<file path="src/rtl/seg_pkg.sv">
// Shared glyph constants, FSM state type and anode helpers for seg_capture.
// Build option SEG_CAPTURE_HEX_EN adds the A..F glyphs.
package seg_pkg;

  localparam logic [6:0] SEG_BLANK = 7'h7F;

  // Active-low, bit order gfedcba
  localparam logic [6:0] SEG_0 = 7'h40;
  localparam logic [6:0] SEG_1 = 7'h79;
  localparam logic [6:0] SEG_2 = 7'h24;
  localparam logic [6:0] SEG_3 = 7'h30;
  localparam logic [6:0] SEG_4 = 7'h19;
  localparam logic [6:0] SEG_5 = 7'h12;
  localparam logic [6:0] SEG_6 = 7'h02;
  localparam logic [6:0] SEG_7 = 7'h78;
  localparam logic [6:0] SEG_8 = 7'h00;
  localparam logic [6:0] SEG_9 = 7'h10;
`ifdef SEG_CAPTURE_HEX_EN
  localparam logic [6:0] SEG_A = 7'h08;
  localparam logic [6:0] SEG_B = 7'h03;
  localparam logic [6:0] SEG_C = 7'h46;
  localparam logic [6:0] SEG_D = 7'h21;
  localparam logic [6:0] SEG_E = 7'h06;
  localparam logic [6:0] SEG_F = 7'h0E;
`endif

  typedef enum logic [1:0] {
    WAIT   = 2'd0,
    SETTLE = 2'd1,
    HELD   = 2'd2
  } seg_cap_state_t;

  function automatic logic one_hot_low(input logic [3:0] an);
    logic [3:0] act;
    act = ~an;
    return (act != 4'd0) && ((act & (act - 4'd1)) == 4'd0);
  endfunction

  function automatic logic multi_low(input logic [3:0] an);
    logic [3:0] act;
    act = ~an;
    return (act & (act - 4'd1)) != 4'd0;
  endfunction

  function automatic logic [1:0] low_index(input logic [3:0] an);
    logic [1:0] idx;
    idx = 2'd0;
    for (int i = 3; i >= 0; i--) begin
      if (!an[i]) idx = 2'(i);
    end
    return idx;
  endfunction

endpackage

</file>
<file path="src/rtl/seg_capture_if.sv">
// Bus between a multiplexed seven-segment driver and the seg_capture monitor.
interface seg_capture_if;
  logic [6:0]  seg;
  logic [3:0]  an;
  logic [15:0] digits;
  logic [3:0]  blank;
  logic        digit_upd;
  logic [1:0]  upd_pos;
  logic [15:0] frame;
  logic        frame_valid;
  logic        err_pat;
  logic        err_an;

  modport master (
    output seg, an,
    input  digits, blank, digit_upd, upd_pos, frame, frame_valid, err_pat, err_an
  );

  modport slave (
    input  seg, an,
    output digits, blank, digit_upd, upd_pos, frame, frame_valid, err_pat, err_an
  );
endinterface

</file>
<file path="src/rtl/seg_glyph_decode.sv">
// Combinational seven-segment glyph to nibble decoder.
// SEG_CAPTURE_HEX_EN extends the legal set with A..F.
module seg_glyph_decode
  import seg_pkg::*;
(
  input  logic [6:0] pattern,
  output logic [3:0] value,
  output logic       legal,
  output logic       is_blank
);

  always_comb begin
    value    = 4'h0;
    legal    = 1'b1;
    is_blank = 1'b0;
    case (pattern)
      SEG_0: value = 4'h0;
      SEG_1: value = 4'h1;
      SEG_2: value = 4'h2;
      SEG_3: value = 4'h3;
      SEG_4: value = 4'h4;
      SEG_5: value = 4'h5;
      SEG_6: value = 4'h6;
      SEG_7: value = 4'h7;
      SEG_8: value = 4'h8;
      SEG_9: value = 4'h9;
`ifdef SEG_CAPTURE_HEX_EN
      SEG_A: value = 4'hA;
      SEG_B: value = 4'hB;
      SEG_C: value = 4'hC;
      SEG_D: value = 4'hD;
      SEG_E: value = 4'hE;
      SEG_F: value = 4'hF;
`endif
      SEG_BLANK: begin
        legal    = 1'b0;
        is_blank = 1'b1;
      end
      default: legal = 1'b0;
    endcase
  end

endmodule

</file>
<file path="src/rtl/seg_capture.sv">
// Readback monitor for a 4-digit multiplexed seven-segment bus: debounces seg/an,
// decodes digits per anode and emits complete frames. Hex glyphs via SEG_CAPTURE_HEX_EN.
module seg_capture
  import seg_pkg::*;
#(
  parameter int unsigned STABLE_CYCLES = 4
) (
  input logic          clk,
  input logic          rst_n,
  seg_capture_if.slave bus
);

  localparam logic [7:0] CntMax = 8'(STABLE_CYCLES);

  logic [6:0]     s_seg;
  logic [3:0]     s_an;
  logic [7:0]     cnt, cnt_d;
  logic [3:0]     seen, seen_d;
  seg_cap_state_t state, state_d;

  logic [15:0] digits_q, digits_d, frame_q;
  logic [3:0]  blank_q, blank_d;
  logic        upd_q, fv_q, err_pat_q, err_an_q;
  logic [1:0]  upd_pos_q, pos;

  logic       changed, full, accept, write, frame_done, anode_err;
  logic [3:0] glyph_val;
  logic       glyph_legal, glyph_blank;

  // Decisions look at the pair being registered this edge so acceptance lands
  // exactly STABLE_CYCLES-1 edges after the pair is first captured.
  seg_glyph_decode u_decode (
    .pattern  (bus.seg),
    .value    (glyph_val),
    .legal    (glyph_legal),
    .is_blank (glyph_blank)
  );

  always_comb begin
    changed = {bus.seg, bus.an} != {s_seg, s_an};
    if (changed) begin
      cnt_d = 8'd1;
    end else if (cnt >= CntMax) begin
      cnt_d = CntMax;
    end else begin
      cnt_d = cnt + 8'd1;
    end
    full      = (cnt_d == CntMax);
    accept    = one_hot_low(bus.an) && full && (changed || state != HELD);
    anode_err = multi_low(bus.an) && full && (changed || cnt != CntMax);

    if (!one_hot_low(bus.an)) begin
      state_d = WAIT;
    end else if (full) begin
      state_d = HELD;
    end else begin
      state_d = SETTLE;
    end
  end

  always_comb begin
    pos      = low_index(bus.an);
    write    = accept && (glyph_legal || glyph_blank);
    digits_d = digits_q;
    blank_d  = blank_q;
    seen_d   = seen;
    if (write) begin
      digits_d[{pos, 2'b00} +: 4] = glyph_val;
      blank_d[pos]                = glyph_blank;
      seen_d[pos]                 = 1'b1;
    end
    frame_done = write && (seen_d == 4'hF);
  end

  always_ff @(posedge clk or negedge rst_n) begin
    if (!rst_n) begin
      s_seg     <= SEG_BLANK;
      s_an      <= 4'hF;
      cnt       <= 8'd0;
      state     <= WAIT;
      seen      <= 4'h0;
      digits_q  <= 16'h0;
      blank_q   <= 4'hF;
      frame_q   <= 16'h0;
      upd_q     <= 1'b0;
      upd_pos_q <= 2'd0;
      fv_q      <= 1'b0;
      err_pat_q <= 1'b0;
      err_an_q  <= 1'b0;
    end else begin
      s_seg     <= bus.seg;
      s_an      <= bus.an;
      cnt       <= cnt_d;
      state     <= state_d;
      seen      <= frame_done ? 4'h0 : seen_d;
      digits_q  <= digits_d;
      blank_q   <= blank_d;
      frame_q   <= frame_done ? digits_d : frame_q;
      upd_q     <= write;
      upd_pos_q <= write ? pos : upd_pos_q;
      fv_q      <= frame_done;
      err_pat_q <= accept && !glyph_legal && !glyph_blank;
      err_an_q  <= anode_err;
    end
  end

  assign bus.digits      = digits_q;
  assign bus.blank       = blank_q;
  assign bus.digit_upd   = upd_q;
  assign bus.upd_pos     = upd_pos_q;
  assign bus.frame       = frame_q;
  assign bus.frame_valid = fv_q;
  assign bus.err_pat     = err_pat_q;
  assign bus.err_an      = err_an_q;

endmodule

</file>
<file path="src/flat_wrapper.sv">
// flat-port wrapper written by rule: the top's interface ports become plain ports
module seg_capture_flat import seg_pkg::*;
#(
  parameter int unsigned STABLE_CYCLES = 4
)
  (clk, rst_n, bus_seg, bus_an, bus_digits, bus_blank, bus_digit_upd, bus_upd_pos, bus_frame, bus_frame_valid, bus_err_pat, bus_err_an);
  seg_capture_if bus_i ();
  input logic clk;
  input logic rst_n;
  input wire logic [$bits(bus_i.seg)-1:0] bus_seg;
  input wire logic [$bits(bus_i.an)-1:0] bus_an;
  output wire logic [$bits(bus_i.digits)-1:0] bus_digits;
  output wire logic [$bits(bus_i.blank)-1:0] bus_blank;
  output wire logic [$bits(bus_i.digit_upd)-1:0] bus_digit_upd;
  output wire logic [$bits(bus_i.upd_pos)-1:0] bus_upd_pos;
  output wire logic [$bits(bus_i.frame)-1:0] bus_frame;
  output wire logic [$bits(bus_i.frame_valid)-1:0] bus_frame_valid;
  output wire logic [$bits(bus_i.err_pat)-1:0] bus_err_pat;
  output wire logic [$bits(bus_i.err_an)-1:0] bus_err_an;
  assign bus_i.seg = bus_seg;
  assign bus_i.an = bus_an;
  assign bus_digits = bus_i.digits;
  assign bus_blank = bus_i.blank;
  assign bus_digit_upd = bus_i.digit_upd;
  assign bus_upd_pos = bus_i.upd_pos;
  assign bus_frame = bus_i.frame;
  assign bus_frame_valid = bus_i.frame_valid;
  assign bus_err_pat = bus_i.err_pat;
  assign bus_err_an = bus_i.err_an;
  seg_capture #(.STABLE_CYCLES(STABLE_CYCLES)) u_core (.clk(clk), .rst_n(rst_n), .bus(bus_i));
endmodule
</file>
<file path="config.mk">
export PLATFORM = sky130hd
export DESIGN_NAME = seg_capture_flat
export DESIGN_NICKNAME = d
export VERILOG_FILES = /design/src/rtl/seg_pkg.sv /design/src/rtl/seg_capture_if.sv /design/src/rtl/seg_glyph_decode.sv /design/src/rtl/seg_capture.sv /design/src/flat_wrapper.sv
export SDC_FILE = /design/constraint.sdc
export NUM_CORES = 1
export LEC_CHECK = 0
export CORE_MARGIN = 2
export CORE_UTILIZATION = 59
export CTS_BUF_LIST = sky130_fd_sc_hd__clkbuf_4 sky130_fd_sc_hd__clkbuf_8
export CTS_CLUSTER_SIZE = 20
export DETAILED_ROUTE_END_ITERATION = 10
export GPL_TIMING_DRIVEN = 0
export HOLD_SLACK_MARGIN = 0.12
export PLACE_DENSITY = 0.9
export SLEW_MARGIN = 20
export SYNTH_ARGS = -nofsm -noshare
export SYNTH_HDL_FRONTEND = slang
export SYNTH_SLANG_ARGS = --single-unit
</file>
<file path="constraint.sdc">
create_clock -name clk -period 3.3 [get_ports clk]
set_input_delay 0.66 -clock clk [delete_from_list [all_inputs] [get_ports clk]]
set_output_delay 0.66 -clock clk [all_outputs]
set_load 0.01 [all_outputs]
</file>
==> metrics.md, run 1 <==
| Metric | Value |
|---|---|
| Total Routing Usage GR | `about a quarter` |
| Post-synthesis adder-cell area fraction | `1.05%` |
| Die height | `slightly below 80 microns` |
| Share of layout cells above drive strength 1 | `25.2%` |
| Footprint of the multi-input gates | `1500 sq um` |
| Antenna-violating nets left | `0` |
| Synth area leader | `dfrtp_1` |
| Vias in the first global route | `2,466` |
| Hold crit path type | `input pin to asynchronous set/reset pin` |
| Top cell type's share of synthesized area | `39.1%` |
| Synth Instances | `278` |
| Net count, final | `363` |
| Syn_area_per_cell | `roughly 12 sq um` |
| Rows | `27` |
| Achievable Freq | `0.329 GHz` |
| Synth Area in Compound Gates | `under 10%` |
| Worst setup EP type | `flip-flop` |
| M3 GR Usage | `under 10%` |
| Drt first pass iters | `4` |
| Worst setup path category | `input pin to flip-flop` |
| Total Routed Length | `6910 microns` |
| Crit share post-route | `92.2%` |
| Clock share of power | `40.9%` |
| P_int | `0.00126 W` |
| Starting DRT DRC Count | `110` |
| Slew @ Worst Pin | `0.838 ns` |
| XOR/XNOR Fraction of Synth Area | `~4.0%` |
| DP HPWL | `4820 microns` |
| Register area share after synthesis | `51.0%` |
| Starting Density | `roughly 60%` |
| Via-to-Cell Ratio | `~5.6` |
| Peak VDD IR | `0.285 mV` |
| Tmin final | `3.04 ns` |
| Hold buffers post-CTS | `0` |
| #FFs+latches synth | `67` |
| Core Region | `about 5500 sq um` |
| Slowest library cell on the worst path | `clkdlybuf4s50_1` |
| Element type at the critical path start | `input pin` |
| MaxCap Viol Count | `0` |
| Ys async rst share | `100%` |
| Total I/O pin count | `55` |
| Post-cts resize count | `0` |
| Critical path required time | `3.53 ns` |
| Congestion Overflow GR | `0` |
| Die W | `between 70 and 80 microns` |
| Yosys warning count | `0` |
| Switching Fraction | `a little under a quarter` |
| Relative slew slack | `a little over two fifths` |
| Critical path arrival | `3.27 ns` |
| Slew Limit Fails | `0` |
| Die area | `6250 sq um` |
| First-pass GRT wire length | `11,900 microns` |
| Initial antenna violation count | `0` |
| Wirelength per Cell | `16.3 microns` |
| Cell leakage power | `1.87 nW` |
| Final setup vio count | `0` |
| Grt peak-use layer | `met2` |
| Slowest cell delay on critical path | `0.52 ns` |
| Routed via count | `2,391` |
| Post-synth EDFFs | `0` |
| Post-synthesis simple-gate area fraction | `17.8%` |
| Worst-skew pair later-pin latency | `between 0.3 and 0.4 ns` |
| Met2 Track Usage GR | `approximately two fifths` |
| Reg power frac | `51.0%` |
| Power per cell area | `395 nW/um^2` |
| Gp weighted congestion | `0.872` |
| Place WS | `-0.0288 ns` |
| CTS H-tree lvls | `3` |
| Setup TNS | `0 ns` |
| Status | `finished clean` |
| Top_reg_cell synth | `dfrtp_1` |
| Met1 Use GR | `between 30% and 40%` |
| Logic gate share of total power | `8.1%` |
| Main combinational cell family by area after synthesis | `simple AND/OR/NAND/NOR gates` |
| Synth Cell Area | `3320 sq um` |
| ANT cells | `0` |
| Port bufs | `54` |
| Area grow syn2layout | `25.9%` |
| Library cells used by synthesis | `53` |
| CTS root buf | `clkbuf_8` |
| RSZ-0062 raised after global routing | `no` |
| Mux share of post-synthesis cell area | `14.7%` |
| Setup bufs post-CTS | `0` |
| NetSw | `0.000390 W` |
| DRC | `0` |
| Clock transition at path regs | `roughly 0.070 ns` |
| Pin count of the biggest net entering global routing | `36` |
| Filler Cell Count | `368` |
| CP max FO | `10` |
| CTS tree | `built` |
| Reg area | `about 1700 sq um` |
| CTS buffer count | `9` |
| Top cells by area, synth | `dfrtp_1, dfstp_2, mux2_4` |
| PnR worst setup slack | `between 0.2 and 0.3 ns` |
| R2R Setup Slk | `about 0.81 ns` |
| CTS Sinks | `67` |
| Final hold vios | `0` |
| Clock Skews | `between 0.006 and 0.007 ns` |
| Clock buffer depth | `2` |
| Worst-path cell chain | `clkdlybuf4s50_1 -> buf_2 -> xnor2_1 -> nand3_1 -> nand3b_2 -> nor4_2 -> buf_4 -> mux2_4` |
[worst paths after layout]
kind	end	cells after the start	start
max	u_core.bus.frame[5]	8	bus_seg[1]
min	u_core.bus.upd_pos[0]	1	rst_n
max reg2reg	u_core.bus.digits[13]	7	u_core.cnt[0]
min reg2reg	u_core.seen[2]	1	u_core.seen[2]
max in group asynchronous	u_core.bus.blank[2]	2	rst_n
min in group clk	u_core.seen[2]	1	u_core.seen[2]
[final cells by class]
cell class	instances	share of cell area (%)
Clock buffer	11	3.47
Inverter	13	1.17
Buffer	17	2.24
Tap cell	72	2.15
Timing Repair Buffer	55	13.3
Sequential cell	67	40.5
Clock inverter	5	1.26
Multi-Input combinational cell	185	35.9
[kinds of logic after synthesis]
kind of cell,Yosys count
buffers and inverters,30
muxes,39
and+or+nand+nor,89
other,1
DFF,67
AOI/OAI and AO/OA,34
adders and majority gates,3
xor gates and xnor gates,15
[registers in the layout (all words and copies together), names as in the netlist]
name / flops
u_core.bus.digits: 16
u_core.bus.frame: 16
u_core.cnt: 8
u_core.s_seg: 7
u_core.bus.blank: 4
u_core.s_an: 4
u_core.seen: 4
u_core.bus.upd_pos: 2
u_core.state: 2
u_core.bus.digit_upd: 1
u_core.bus.err_an: 1
u_core.bus.err_pat: 1
u_core.bus.frame_valid: 1
[metrics by stage]
stage | hold WS, ns | total power, W | util (%) | cells | cell area (sq um)
after global routing | 0.289 | 0.00172 | 76.5 | 425 | 4190
after global placement | 0.479 | 0.000982 | 72.5 | 408 | 3970
final | 0.260 | 0.00165 | 76.5 | 425 | 4190
after detailed placement | 0.490 | 0.000990 | 72.9 | 409 | 3990
after CTS | 0.265 | 0.00166 | 76.5 | 425 | 4190
after floorplan | 0.364 | 0.000936 | - | 282 | 3340
[Yosys cell counts (2+ instances only)]
master / count
nor4_2: 4
nor4_1: 2
ha_1: 2
dfstp_2: 15
mux2i_1: 8
o21ba_1: 4
or3_1: 2
nand2_1: 25
dfrtp_1: 52
nor2_1: 11
nor3_1: 6
mux2_4: 16
o31ai_1: 3
mux2_2: 14
and2_1: 3
buf_4: 3
nor4_4: 4
buf_2: 9
and3_1: 3
a21oi_1: 5
xor2_1: 9
buf_1: 3
nand2b_1: 7
nand3_1: 6
inv_1: 13
xnor2_1: 6
nor4b_1: 2
o21ai_0: 13
nand4b_1: 4
[layout by cell type (no fill, tap or decap), drive strengths merged, types with 2 or more instances in the layout]
cell	Yosys	layout
nor3	6	6
nand2b	7	7
mux2	31	31
o21ai	13	13
ha	2	2
nor2	11	11
dfstp	15	15
o21ba	4	4
nand2	25	25
nand3	6	6
inv	13	13
clkinv	0	3
and3	3	3
or3	2	2
nand4b	4	4
xnor2	6	6
nor4	10	10
dfrtp	52	52
xor2	9	9
o31ai	3	3
conb	1	5
clkdlybuf4s50	0	53
o2111ai	2	2
mux2i	8	8
and2	3	3
nor4b	4	4
nand3b	2	2
buf	16	18
a21oi	5	5
clkbuf	1	12
[critical path, delay by kind of cell]
family,cells,cell delay [ns]
and+or+nand+nor,3,1.10
xor gates and xnor gates,1,0.17
buffers and inverters,3,1.03
muxes,1,0.32
[power groups by stage]
| stage | logic, W | registers [W] | clock network (W) |
|---|---|---|---|
| after CTS | 0.000134 | 0.000843 | 0.000687 |
| after global routing | 0.000147 | 0.000843 | 0.000731 |
| after floorplan | 0.0000794 | 0.000857 | 0 |
| after global placement | 0.000125 | 0.000857 | 0 |
| after detailed placement | 0.000132 | 0.000857 | 0 |
| final | 0.000133 | 0.000843 | 0.000676 |
[metal layers]
| metal | part of all wire (%) | routed length (microns) | up-vias |
|---|---|---|---|
| met2 | 50 | 3450 | 68 |
| met5 | 0 | 0 | - |
| li1 | - | - | 1106 |
| met3 | 4.6 | 317 | 15 |
| met4 | 2.2 | 153 | 0 |
| met1 | 43 | 2990 | 1202 |
(Power assumes the default switching activity.)
==> run 2, diff against run 1 <==
==> constraint.sdc (replaced) <==
create_clock -name clk -period 3.3 [get_ports clk]
set_input_delay 0.33 -clock clk [delete_from_list [all_inputs] [get_ports clk]]
set_output_delay 0.33 -clock clk [all_outputs]
set_load 0.01 [all_outputs]
==> metrics.md, run 2 (same netlist as run 1, synthesis figures left out) <==
| Metric | Value |
|---|---|
| Peak VDD IR | `0.286 mV (+0.11%)` |
| Clock transition at path regs | `0.07 ns (about the same)` |
| Post-cts resize count | `0 (unchanged)` |
| Total Routing Usage GR | `25.0% (about the same)` |
| Critical path required time | `3.53 ns (about the same)` |
| Die height | `79.1 microns (unchanged)` |
| Initial antenna violation count | `0 (unchanged)` |
| Starting Density | `60.7% (unchanged)` |
| Worst setup EP type | `flip-flop` |
| Gp weighted congestion | `0.872 (unchanged)` |
| Drt first pass iters | `4 (unchanged)` |
| Worst Path Buf+Inv | `3 (unchanged)` |
| RSZ-0062 raised after global routing | `no` |
| MaxCap Viol Count | `0 (unchanged)` |
| Critical path arrival | `2.95 ns (-0.32 ns)` |
| Footprint of the multi-input gates | `1500 sq um (unchanged)` |
| Antenna-violating nets left | `0 (unchanged)` |
| CTS buffer count | `9 (unchanged)` |
| Congestion Overflow GR | `0 (unchanged)` |
| Most frequent cells in the layout | `clkdlybuf4s50_1, dfrtp_1, nand2_1, mux2_4, dfstp_2` |
| Hold wc startpoint | `bus_seg[5]` |
| Wirelength per Cell | `16.2 microns (-0.15%)` |
| Clock buffer depth | `2 (unchanged)` |
| Final setup vio count | `0 (unchanged)` |
| Via-to-Cell Ratio | `5.63 (about the same)` |
| Slew @ Worst Pin | `0.843 ns (+0.00452 ns)` |
| Hold Path Stages | `1` |
| Reg power frac | `51.0% (about the same)` |
| Reg2reg start | `u_core.cnt[0]` |
| Worst path depth | `8 (unchanged)` |
| DP HPWL | `4820 microns (unchanged)` |
| Worst-skew pair later-pin latency | `0.34 ns (about the same)` |
| Total Routed Length | `6920 microns (about the same)` |
| DRC | `0 (unchanged)` |
| Relative slew slack | `43.6% (-0.30 points)` |
| Tmin final | `2.72 ns (-0.322 ns)` |
| Setup bufs post-CTS | `0 (unchanged)` |
| Filler Cell Count | `367 (-0.27%)` |
| Placed Cells | `409 (unchanged)` |
| Total I/O pin count | `55 (unchanged)` |
| Kind of cell adding the most delay to the critical path | `simple AND/OR/NAND/NOR gates` |
| First-pass GRT wire length | `11,900 microns (+0.12%)` |
| Worst setup path category | `input pin to flip-flop` |
| Switching Fraction | `23.7% (+0.033 points)` |
| Starting DRT DRC Count | `117 (+6.4%)` |
| Die W | `79.1 microns (unchanged)` |
| Status | `finished clean` |
| CTS Sinks | `67 (unchanged)` |
| Hold buffers post-CTS | `1 (+1)` |
| Final hold vios | `0 (unchanged)` |
| Hold_ws | `0.415 ns (+0.155 ns)` |
| Hold crit path type | `input pin to flip-flop` |
| Logic gate share of total power | `8.1% (about the same)` |
| Non-Filler Instances | `426 (+0.24%)` |
| Worst-path cell chain | `clkdlybuf4s50_1 -> buf_2 -> xnor2_1 -> nand3_1 -> nand3b_2 -> nor4_2 -> buf_4 -> mux2_4` |
| Area grow syn2layout | `26.2%` |
| Place WS | `0.301 ns (+0.330 ns)` |
| Die area | `6250 sq um (unchanged)` |
| Element type at the critical path start | `input pin` |
| Core Region | `5470 sq um (unchanged)` |
| Most common cell after layout, fill and taps aside | `clkdlybuf4s50_1` |
| Clock Skews | `0.00633 ns (+0.0000310 ns)` |
| Slew Limit Fails | `0 (unchanged)` |
| CP max FO | `10 (unchanged)` |
| NetSw | `0.000391 W (+0.25%)` |
| CTS H-tree lvls | `3 (unchanged)` |
| Cell leakage power | `1.87 nW (+0.22%)` |
| Routed via count | `2,397 (+0.25%)` |
| Share of layout cells above drive strength 1 | `25.1% (-0.071 points)` |
| R2R Setup Slk | `0.81 ns (about the same)` |
| Slowest library cell on the worst path | `clkdlybuf4s50_1` |
| Clock share of power | `40.9% (about the same)` |
| Slowest cell delay on critical path | `0.53 ns (about the same)` |
| Net count, final | `364 (+0.28%)` |
| Worst r2r dst | `u_core.bus.digits[13]` |
| PnR worst setup slack | `0.578 ns (+0.322 ns)` |
| ANT cells | `0 (unchanged)` |
| Port bufs | `54 (unchanged)` |
| Reg area | `1700 sq um (unchanged)` |
| CTS root buf | `clkbuf_8` |
| P_int | `0.00126 W (about the same)` |
| Crit share post-route | `82.5% (-9.8 points)` |
| Setup TNS | `0 ns (unchanged)` |
| Rows | `27 (unchanged)` |
| Achievable Freq | `0.367 GHz (+12%)` |
| Hold EP | `u_core.s_seg[5]` |
| Pin count of the biggest net entering global routing | `36 (unchanged)` |
| CTS tree | `built` |
| Power per cell area | `394 nW/um^2 (-0.13%)` |
| Fin util | `76.7% (+0.18 points)` |
| Vias in the first global route | `2,472 (+0.24%)` |
| Depth of the worst register-to-register path | `7 (unchanged)` |
-- run 2: cell count changes in the layout (fill, tap and decap cells not counted) --
cell,before,now
dlygate4sd3_1,0,1
-- run 2: cell type report --
class,count,area share [%]
Clock inverter,5,1.25
Tap cell,72,2.15
Sequential cell,67,40.4
Inverter,13,1.16
Multi-Input combinational cell,185,35.8
Clock buffer,11,3.46
Timing Repair Buffer,56,13.5
Buffer,17,2.24
-- run 2: worst max path at each step --
stage | startpoint | to | slack, ns
6_report | bus_seg[1] | u_core.bus.frame[5] | 0.58
5_1_grt | bus_seg[1] | u_core.bus.digits[3] | 0.47
4_1_cts | bus_seg[1] | u_core.bus.digits[3] | 0.62
3_5_place_dp | bus_seg[1] | u_core.bus.digits[3] | 0.30
3_3_place_gp | rst_n | u_core.bus.frame[13] | -0.19
2_1_floorplan | bus_seg[0] | u_core.bus.frame[15] | 0.99
-- run 2: power by group through the flow --
stage / logic [W] / registers [W] / clock network [W]
final: 0.000134 / 0.000843 / 0.000677
after global routing: 0.000148 / 0.000843 / 0.000731
after CTS: 0.000135 / 0.000843 / 0.000687
after detailed placement: 0.000132 / 0.000857 / 0
after global placement: 0.000125 / 0.000857 / 0
after floorplan: 0.0000794 / 0.000857 / 0
-- run 2: through the flow --
stage / area, sq um / power (W)
finish: 4200 / 0.00165
global route: 4200 / 0.00172
CTS: 4200 / 0.00166
detailed placement: 3990 / 0.000990
global placement: 3970 / 0.000982
floorplan: 3340 / 0.000936
-- run 2: routing by layer --
layer  share of wire, %  track usage [%]  wire length [microns]  vias to the layer above
met5                  0                0                      0                        -
met4                2.2             13.1                    153                        0
met3                5.0             5.00                    349                       15
met2                 50             39.6                   3440                       74
met1                 43             32.8                   2970                     1204
li1                   -                -                      -                     1104
